### config.mk
export PLATFORM = sky130hd
export DESIGN_NAME = card_store
export DESIGN_NICKNAME = d
export VERILOG_FILES = /design/src/rtl/card_store.sv
export SDC_FILE = /design/constraint.sdc
export NUM_CORES = 1
export LEC_CHECK = 0
export CORE_UTILIZATION = 40
export CTS_CLUSTER_DIAMETER = 80
export CTS_CLUSTER_SIZE = 24
export DETAILED_ROUTE_END_ITERATION = 12
export GPL_ROUTABILITY_DRIVEN = 1
export PLACE_DENSITY = 0.66
export SYNTH_ARGS = -nofsm -noshare
export SYNTH_HDL_FRONTEND = slang
export SYNTH_SLANG_ARGS = --single-unit
export TNS_END_PERCENT = 5
### constraint.sdc
create_clock -name clk_1kHz -period 2.3 [get_ports clk_1kHz]
set_clock_uncertainty 0.2 [all_clocks]
set_input_delay 0.46 -clock clk_1kHz [delete_from_list [all_inputs] [get_ports clk_1kHz]]
set_output_delay 0.46 -clock clk_1kHz [all_outputs]
set_load 0.005 [all_outputs]
### src/rtl/card_store.sv
// Prepaid phone card responder: answers the billing unit's read/write
// handshake from a stored BCD balance and accepts top-up loads while
// the card is out of the phone.
module card_store #(
    parameter int unsigned RD_LAT   = 3,
    parameter int unsigned WR_LAT   = 10,
    parameter logic [11:0] INIT_BAL = 12'h000
) (
    input  logic        clk_1kHz,
    input  logic        clrn,
    input  logic        card,
    input  logic        read,
    input  logic        write,
    input  logic [11:0] wdata,
    input  logic        load,
    input  logic [11:0] load_data,
    output logic [11:0] rdata,
    output logic        ack,
    output logic        busy,
    output logic        err
);

    localparam int unsigned DW = 12;
    localparam int unsigned CW = 4;

    typedef enum logic [1:0] {
        IDLE    = 2'd0,
        RD_WAIT = 2'd1,
        WR_WAIT = 2'd2,
        HOLD    = 2'd3
    } state_t;

    state_t          state, state_n;
    logic [CW-1:0]   cnt, cnt_n;
    logic [DW-1:0]   balance, balance_n;
    logic [DW-1:0]   shadow, shadow_n;
    logic            hold_wr, hold_wr_n;
    logic [DW-1:0]   rdata_n;
    logic            ack_n, busy_n, err_n;

    logic idle, rd_go, wr_go, rw_clash, rd_done, wr_done, wr_bad;
    logic abort, tear, hold_rel, load_ok, load_err;

    // True when every nibble is a decimal digit
    function automatic logic bcd_ok(input logic [DW-1:0] v);
        return (v[3:0] <= 4'd9) && (v[7:4] <= 4'd9) && (v[11:8] <= 4'd9);
    endfunction

    // Shared event decode; packed valid BCD orders the same as its value
    assign idle     = (state == IDLE);
    assign rd_go    = idle && card && read && !write;
    assign wr_go    = idle && card && write && !read;
    assign rw_clash = idle && card && read && write;
    assign abort    = !idle && !card;
    assign tear     = (state == WR_WAIT) && !card;
    assign rd_done  = (state == RD_WAIT) && card && (cnt == CW'(RD_LAT - 1));
    assign wr_done  = (state == WR_WAIT) && card && (cnt == CW'(WR_LAT - 1));
    assign wr_bad   = !bcd_ok(shadow) || (shadow > balance);
    assign hold_rel = (state == HOLD) && card && !(hold_wr ? write : read);
    assign load_ok  = load && idle && !card && bcd_ok(load_data);
    assign load_err = load && !load_ok;

    // State and registered outputs
    always_ff @(posedge clk_1kHz or negedge clrn) begin
        if (!clrn) begin
            state   <= IDLE;
            cnt     <= '0;
            balance <= INIT_BAL;
            shadow  <= '0;
            hold_wr <= 1'b0;
            rdata   <= '0;
            ack     <= 1'b0;
            busy    <= 1'b0;
            err     <= 1'b0;
        end else begin
            state   <= state_n;
            cnt     <= cnt_n;
            balance <= balance_n;
            shadow  <= shadow_n;
            hold_wr <= hold_wr_n;
            rdata   <= rdata_n;
            ack     <= ack_n;
            busy    <= busy_n;
            err     <= err_n;
        end
    end

    // Next-state selection; card removal always returns to IDLE
    always_comb begin
        state_n = state;
        case (state)
            IDLE: begin
                if (rd_go)      state_n = RD_WAIT;
                else if (wr_go) state_n = WR_WAIT;
            end
            RD_WAIT: begin
                if (!card)        state_n = IDLE;
                else if (rd_done) state_n = HOLD;
            end
            WR_WAIT: begin
                if (!card)        state_n = IDLE;
                else if (wr_done) state_n = HOLD;
            end
            HOLD: begin
                if (!card || hold_rel) state_n = IDLE;
            end
            default: state_n = IDLE;
        endcase
    end

    // Datapath and output next values
    always_comb begin
        cnt_n     = cnt;
        balance_n = balance;
        shadow_n  = shadow;
        hold_wr_n = hold_wr;
        rdata_n   = rdata;
        ack_n     = ack;
        busy_n    = (state_n != IDLE);
        err_n     = rw_clash || load_err || tear || (wr_done && wr_bad);

        if (state == RD_WAIT || state == WR_WAIT)
            cnt_n = cnt + CW'(1);
        if (rd_go) begin
            cnt_n     = '0;
            hold_wr_n = 1'b0;
        end
        if (wr_go) begin
            cnt_n     = '0;
            shadow_n  = wdata;
            hold_wr_n = 1'b1;
        end
        if (rd_done) begin
            rdata_n = balance;
            ack_n   = 1'b1;
        end
        if (wr_done) begin
            ack_n = 1'b1;
            if (!wr_bad)
                balance_n = shadow;
        end
        if (abort || hold_rel)
            ack_n = 1'b0;
        if (load_ok)
            balance_n = load_data;
    end

endmodule

==> results of run 1 <==
layer usage:
metal	track usage, %	share of wire [%]
met3	3.64	4.7
met4	5.36	1.1
met2	30.5	46
met5	0	0
met1	27.7	48
power groups by stage:
stage               Sequential [mW]  Clock, mW  Combinational [mW]
detailed placement             1.52          0                1.85
global placement               1.50          0                1.79
CTS                            1.50      0.532                1.85
global route                   1.56      0.561                2.16
floorplan                      1.43          0                1.19
finish                         1.50      0.521                1.88
metrics by stage:
stage	setup WS (ns)	hold WS, ns	cells
floorplan	0.244	-0.0356	253
global placement	0.0889	0.260	377
detailed placement	0.0141	0.270	377
CTS	0.108	0.0545	385
global route	-0.0274	0.0849	385
finish	0.112	0.0290	385
cells by family after synthesis:
| kind of cell | Yosys count | share of synthesized area (%) |
|---|---|---|
| xor+xnor | 4 | 1.42 |
| fa+ha+maj | 20 | 10.1 |
| buf+inv | 28 | 5.21 |
| mux | 14 | 6.33 |
| simple gates | 61 | 11.7 |
| compound gates | 80 | 18.6 |
| flops | 46 | 46.6 |
final cells by class:
class	instances	area, um2	area share (%)
timing repair buffer	61	576	18.1
clock inverter	2	12.5	0.393
inverter	16	60.1	1.89
clock buffer	6	82.6	2.60
multi-input combinational	179	1210	37.9
sequential	46	1150	36.2
tap	75	93.8	2.95
cells in the mapped netlist, types with 2 or more instances:
master,instances
buf_6,2
ha_1,20
xnor2_1,2
nand4_1,6
o21ai_0,34
or2_1,2
buf_2,4
nor2b_1,2
dfrtp_1,46
nor2_1,22
and4_1,2
nand3_1,5
clkbuf_1,5
nand4b_1,2
a31oi_1,15
o21a_1,2
a21oi_1,17
mux2_2,13
o21ai_1,2
inv_1,16
a211oi_1,2
xor2_1,2
nand2_1,17
registers in the layout (all words and copies together) (netlist names):
name,cells
cnt,4
busy,1
hold_wr,1
balance,12
rdata,12
shadow,12
ack,1
state,2
err,1
timing repair:
item / CTS / global route
buffers inserted: 0 / 0
endpoints found under the setup margin: 0 / 12
resized for setup: 0 / 3
worst max-delay path: cells and delay by family, from the launching register on:
| kind | cells | cell delay, ns |
|---|---|---|
| AO/OA/AOI/OAI | 4 | 0.77 |
| adder cells (fa/ha/maj) | 1 | 0.31 |
| flip-flops | 1 | 0.41 |
| AND/OR/NAND/NOR | 2 | 0.38 |
final timing paths:
path,endpoint,start,slack [ns],cells past startpoint
setup / recovery,balance[9],shadow[9],0.11,7
min in group clk_1kHz,rdata[9],rdata[9],0.28,2
max in group asynchronous,hold_wr,clrn,1.48,2
hold / removal,rdata[6],clrn,0.03,2
setup reg to reg,balance[9],shadow[9],0.11,7
hold reg to reg,rdata[9],rdata[9],0.28,2
==> flow_metrics.tcl, run 1 <==
set metrics [dict create \
    wl_per_cell_um 14.7 \
    start_util_pct 41.5 \
    ys_ff_latch 46 \
    cp-end-kind "flip-flop" \
    synth_top_area_cell "dfrtp_1" \
    grt_usage_pct 19.6 \
    path_class "flip-flop to flip-flop" \
    ios 45 \
    ir_drop_mv 0.472 \
    pwr-share-comb_pct 48.2 \
    status "finished, final reports clean" \
    slowest_stage "dfrtp_1" \
    grt_pass1_wl_um 9560 \
    crit_arrival_ns 2.18 \
    cts_tree "built" \
    tightest_slew_ns 0.574 \
    die_area_um2 6500 \
    fmax_mhz 457 \
    clk_path_buf_depth 2 \
    share_seq_of_total_power_pct 38.5 \
    yosys_warnings 0 \
    port_buffers 44 \
    synth_edf_count 0 \
    viasPerCell 5.30 \
    power_density_nw_per_um2 1220 \
    period_minus_slack_ns 2.19 \
    crit_required_ns 2.29 \
    grt_pass1_vias 1955 \
    power_switching_share_pct 39.0 \
    leakagePower_nw 1.41 \
    drcViolationCount 0 \
    p_total_mw 3.90 \
    core_um2 5960 \
    fp.dieH_um 80.6 \
    fillers 574 \
    slew_headroom_pct 61.7 \
    p_sw_mw 1.52 \
    worstSkewPairLatency_ns 0.31 \
    row_count 28 \
    clock_power_share_pct 13.4 \
    fin_area_um2 3180 \
    final_layout_size_suffix_gt1_share_pct 14.2 \
    cts_made_buffers 5 \
    hold_buffers 0 \
    synth-async-reset-ratio_pct 100 \
    final_common_cell "dfrtp_1" \
    ys_seq_area_share_pct 46.6 \
    clk_pin_slew_ns 0.09 \
    path_cells "ha_1 -> nand4_1 -> or2_1 -> a21o_1 -> a31o_4 -> a31oi_1 -> a21oi_1" \
    fin_util_pct 53.4 \
    synthCells 253 \
    place_hpwl_um 4330 \
    synthFlopType "dfrtp_1" \
    setup_viol 0 \
    vias 2041 \
    grt_max_degree 47 \
    fin_crit_sh_pct 95.1 \
    grt_antenna_before_repair 0 \
    startpoint_type "flip-flop" \
    overflow 0 \
    placed_cell_area_um2 3070 \
    synth_nets 303 \
    ant_nets 0 \
    hold_violations 0 \
    drt_pass1_iterations 4 \
    clock-root-buffer "clkbuf_8" \
    cap_violations 0 \
    drt-total-wl_um 5680 \
    clock_sinks 46 \
    grt_setup_unrepaired "true" \
    intPower_mw 2.38 \
    mappedNetlistArea_um2 2470 \
    layout_common_cells "dfrtp_1 (46), clkdlybuf4s50_1 (43), o21ai_0 (33)" \
    die_x_um 80.6 \
    final.setup.tns_ns 0 \
    htreeDepth 2 \
    ys_top_cells_by_area "dfrtp_1 (47%), ha_1 (10%), o21ai_0 (6.9%)" \
    yosysTopAreaCellShare_pct 46.6 \
    min_path_type "primary input to asynchronous set/reset pin" \
    antennaDiodeCount 0 \
    path_max_fanout 13 \
    area_growth_pct 28.7 \
    fin_nets 359 \
    cp_slowest_stage_delay_ns 0.41 \
    syn-mean-instance-area_um2 9.77 \
    first_iter_violations 120 \
    yosysUniqueCellTypes 36 \
    place.gp.congestion 0.919 \
    drv_slew 0 \
]
Power figures use the tool's default switching activity.
==> run 2, diff against run 1 <==
CTS_CLUSTER_DIAMETER = 120   (was 80)
HOLD_SLACK_MARGIN = 0.06   (was unset)
SKIP_LAST_GASP = 1   (was unset)
==> run 2 against run 1 <==
Critical path depth unchanged; die area did not move; core utilization increased by 0.17 points; routed wire length rose by 0.28%; maximum frequency down 0.17%; cell count grew 0.26%; worst hold slack gained 0.25 ns; flip-flop and latch count is the same; via count fell by 0.39%.
==> flow_metrics.tcl, run 2 (synthesized netlist as in run 1, its figures left out) <==
set metrics [dict create \
    min_path_type "flip-flop to flip-flop" \
    area_growth_pct 29.1 \
    grt_setup_unrepaired "true" \
    place_hpwl_um 4330 \
    path_class "flip-flop to flip-flop" \
    crit_buf_inv 0 \
    slowest_stage "dfrtp_1" \
    setup_viol 0 \
    overflow 0 \
    reg_top3 "balance (12), rdata (12), shadow (12)" \
    power_switching_share_pct 38.9 \
    pwr-share-comb_pct 48.2 \
    power_density_nw_per_um2 1220 \
    hold-worst-slack_ns 0.282 \
    die_x_um 80.6 \
    fmax_mhz 456 \
    fillers 573 \
    start_util_pct 41.5 \
    tightest_slew_ns 0.577 \
    final_common_cell "dfrtp_1" \
    fp.dieH_um 80.6 \
    htreeDepth 2 \
    clock-root-buffer "clkbuf_8" \
    cp_slowest_stage_delay_ns 0.41 \
    clock_sinks 46 \
    cts_tree "built" \
    ant_nets 0 \
    drcViolationCount 0 \
    drt_pass1_iterations 4 \
    clock_power_share_pct 13.3 \
    period_minus_slack_ns 2.19 \
    worstSkewPairLatency_ns 0.31 \
    viasPerCell 5.27 \
    row_count 28 \
    ir_drop_mv 0.472 \
    drt-total-wl_um 5690 \
    grt_pass1_wl_um 9580 \
    share_seq_of_total_power_pct 38.5 \
    hold_violations 0 \
    grt_max_degree 47 \
    crit_required_ns 2.29 \
    crit_arrival_ns 2.18 \
    first_iter_violations 126 \
    fin_area_um2 3190 \
    intPower_mw 2.38 \
    vias 2033 \
    core_um2 5960 \
    cts_made_buffers 5 \
    clk_pin_slew_ns 0.08 \
    fin_nets 360 \
    grt_antenna_before_repair 0 \
    layout_common_cells "dfrtp_1 (46), clkdlybuf4s50_1 (43), o21ai_0 (33)" \
    status "finished, final reports clean" \
    cap_violations 0 \
    drv_slew 0 \
    placed_cell_area_um2 3070 \
    place.gp.congestion 0.919 \
    grt_pass1_vias 1960 \
    slew_headroom_pct 61.5 \
    leakagePower_nw 1.41 \
    wl_per_cell_um 14.7 \
    fin_crit_sh_pct 95.3 \
    antennaDiodeCount 0 \
    port_buffers 44 \
    die_area_um2 6500 \
    final_layout_size_suffix_gt1_share_pct 14.1 \
    grt_usage_pct 19.7 \
    path_cells "ha_1 -> nand4_1 -> or2_1 -> a21o_1 -> a31o_4 -> a31oi_1 -> a21oi_1" \
    clk_path_buf_depth 2 \
    p_sw_mw 1.52 \
    path_max_fanout 13 \
    startpoint_type "flip-flop" \
    ios 45 \
    cp_top_family "compound AO/OA/AOI/OAI gates" \
    cp-end-kind "flip-flop" \
]
run 2: power groups by stage:
stage                     Combinational [mW]  Sequential [mW]  Clock [mW]
after floorplan                         1.19             1.43           0
after global placement                  1.79             1.50           0
after detailed placement                1.85             1.52           0
after CTS                               1.85             1.50       0.532
after global routing                    2.16             1.56       0.561
final                                   1.88             1.50       0.517
run 2: worst paths after layout:
kind | cells past startpoint | slack, ns | start | to
worst max register to register | 7 | 0.11 | shadow[9] | balance[9]
max in group asynchronous | 3 | 0.93 | clrn | hold_wr
worst min register to register | 2 | 0.28 | rdata[9] | rdata[9]
min in group asynchronous | 3 | 0.58 | clrn | rdata[6]
worst min-delay path | 2 | 0.28 | rdata[9] | rdata[9]
worst max-delay path | 7 | 0.11 | shadow[9] | balance[9]
run 2: per-stage QoR:
step | power, mW | setup TNS [ns] | std cells | util [%] | setup WS, ns
finish | 3.89 | 0 | 386 | 53.6 | 0.108
global route | 4.29 | -0.0938 | 386 | 53.6 | -0.0274
CTS | 3.88 | 0 | 386 | 53.4 | 0.108
detailed placement | 3.36 | 0 | 377 | 51.6 | 0.0141
global placement | 3.28 | 0 | 377 | 51.6 | 0.0889
floorplan | 2.62 | 0 | 253 | - | 0.244
run 2: repair_timing:
action | 4_1_cts | 5_1_grt
resized for setup | 0 | 3
endpoints found under the setup margin | 0 | 12
hold buffers | 1 | 0
setup buffers | 0 | 0
endpoints found under the hold margin | 11 | 0
run 2: final cells by class:
| cell class | count | area (um2) | area share [%] |
|---|---|---|---|
| Sequential cell | 46 | 1150 | 36.1 |
| Tap cell | 75 | 93.8 | 2.94 |
| Inverter | 16 | 60.1 | 1.88 |
| Clock inverter | 2 | 12.5 | 0.392 |
| Clock buffer | 6 | 82.6 | 2.59 |
| Timing Repair Buffer | 62 | 586 | 18.3 |
| Multi-Input combinational cell | 179 | 1210 | 37.8 |
run 2: per-layer routing:
layer / vias to the layer above / GRT usage [%] / wire (um)
met4: 0 / 5.36 / 60
met3: 5 / 3.64 / 240
met2: 53 / 30.6 / 2600
met1: 961 / 27.8 / 2790
li1: 1014 / - / -
met5: - / 0 / 0
run 2: tightest hold or removal path, stage by stage, from the launching register on:
cell and delay (ns):
dfrtp_1 0.35, nand2_1 0.04, o21ai_0 0.06
==> run 3, diff against run 2 <==
GPL_ROUTABILITY_DRIVEN = 0   (was 1)
==> results of run 3 <==
Final layout, timing and power as in run 2 (identical DEF).
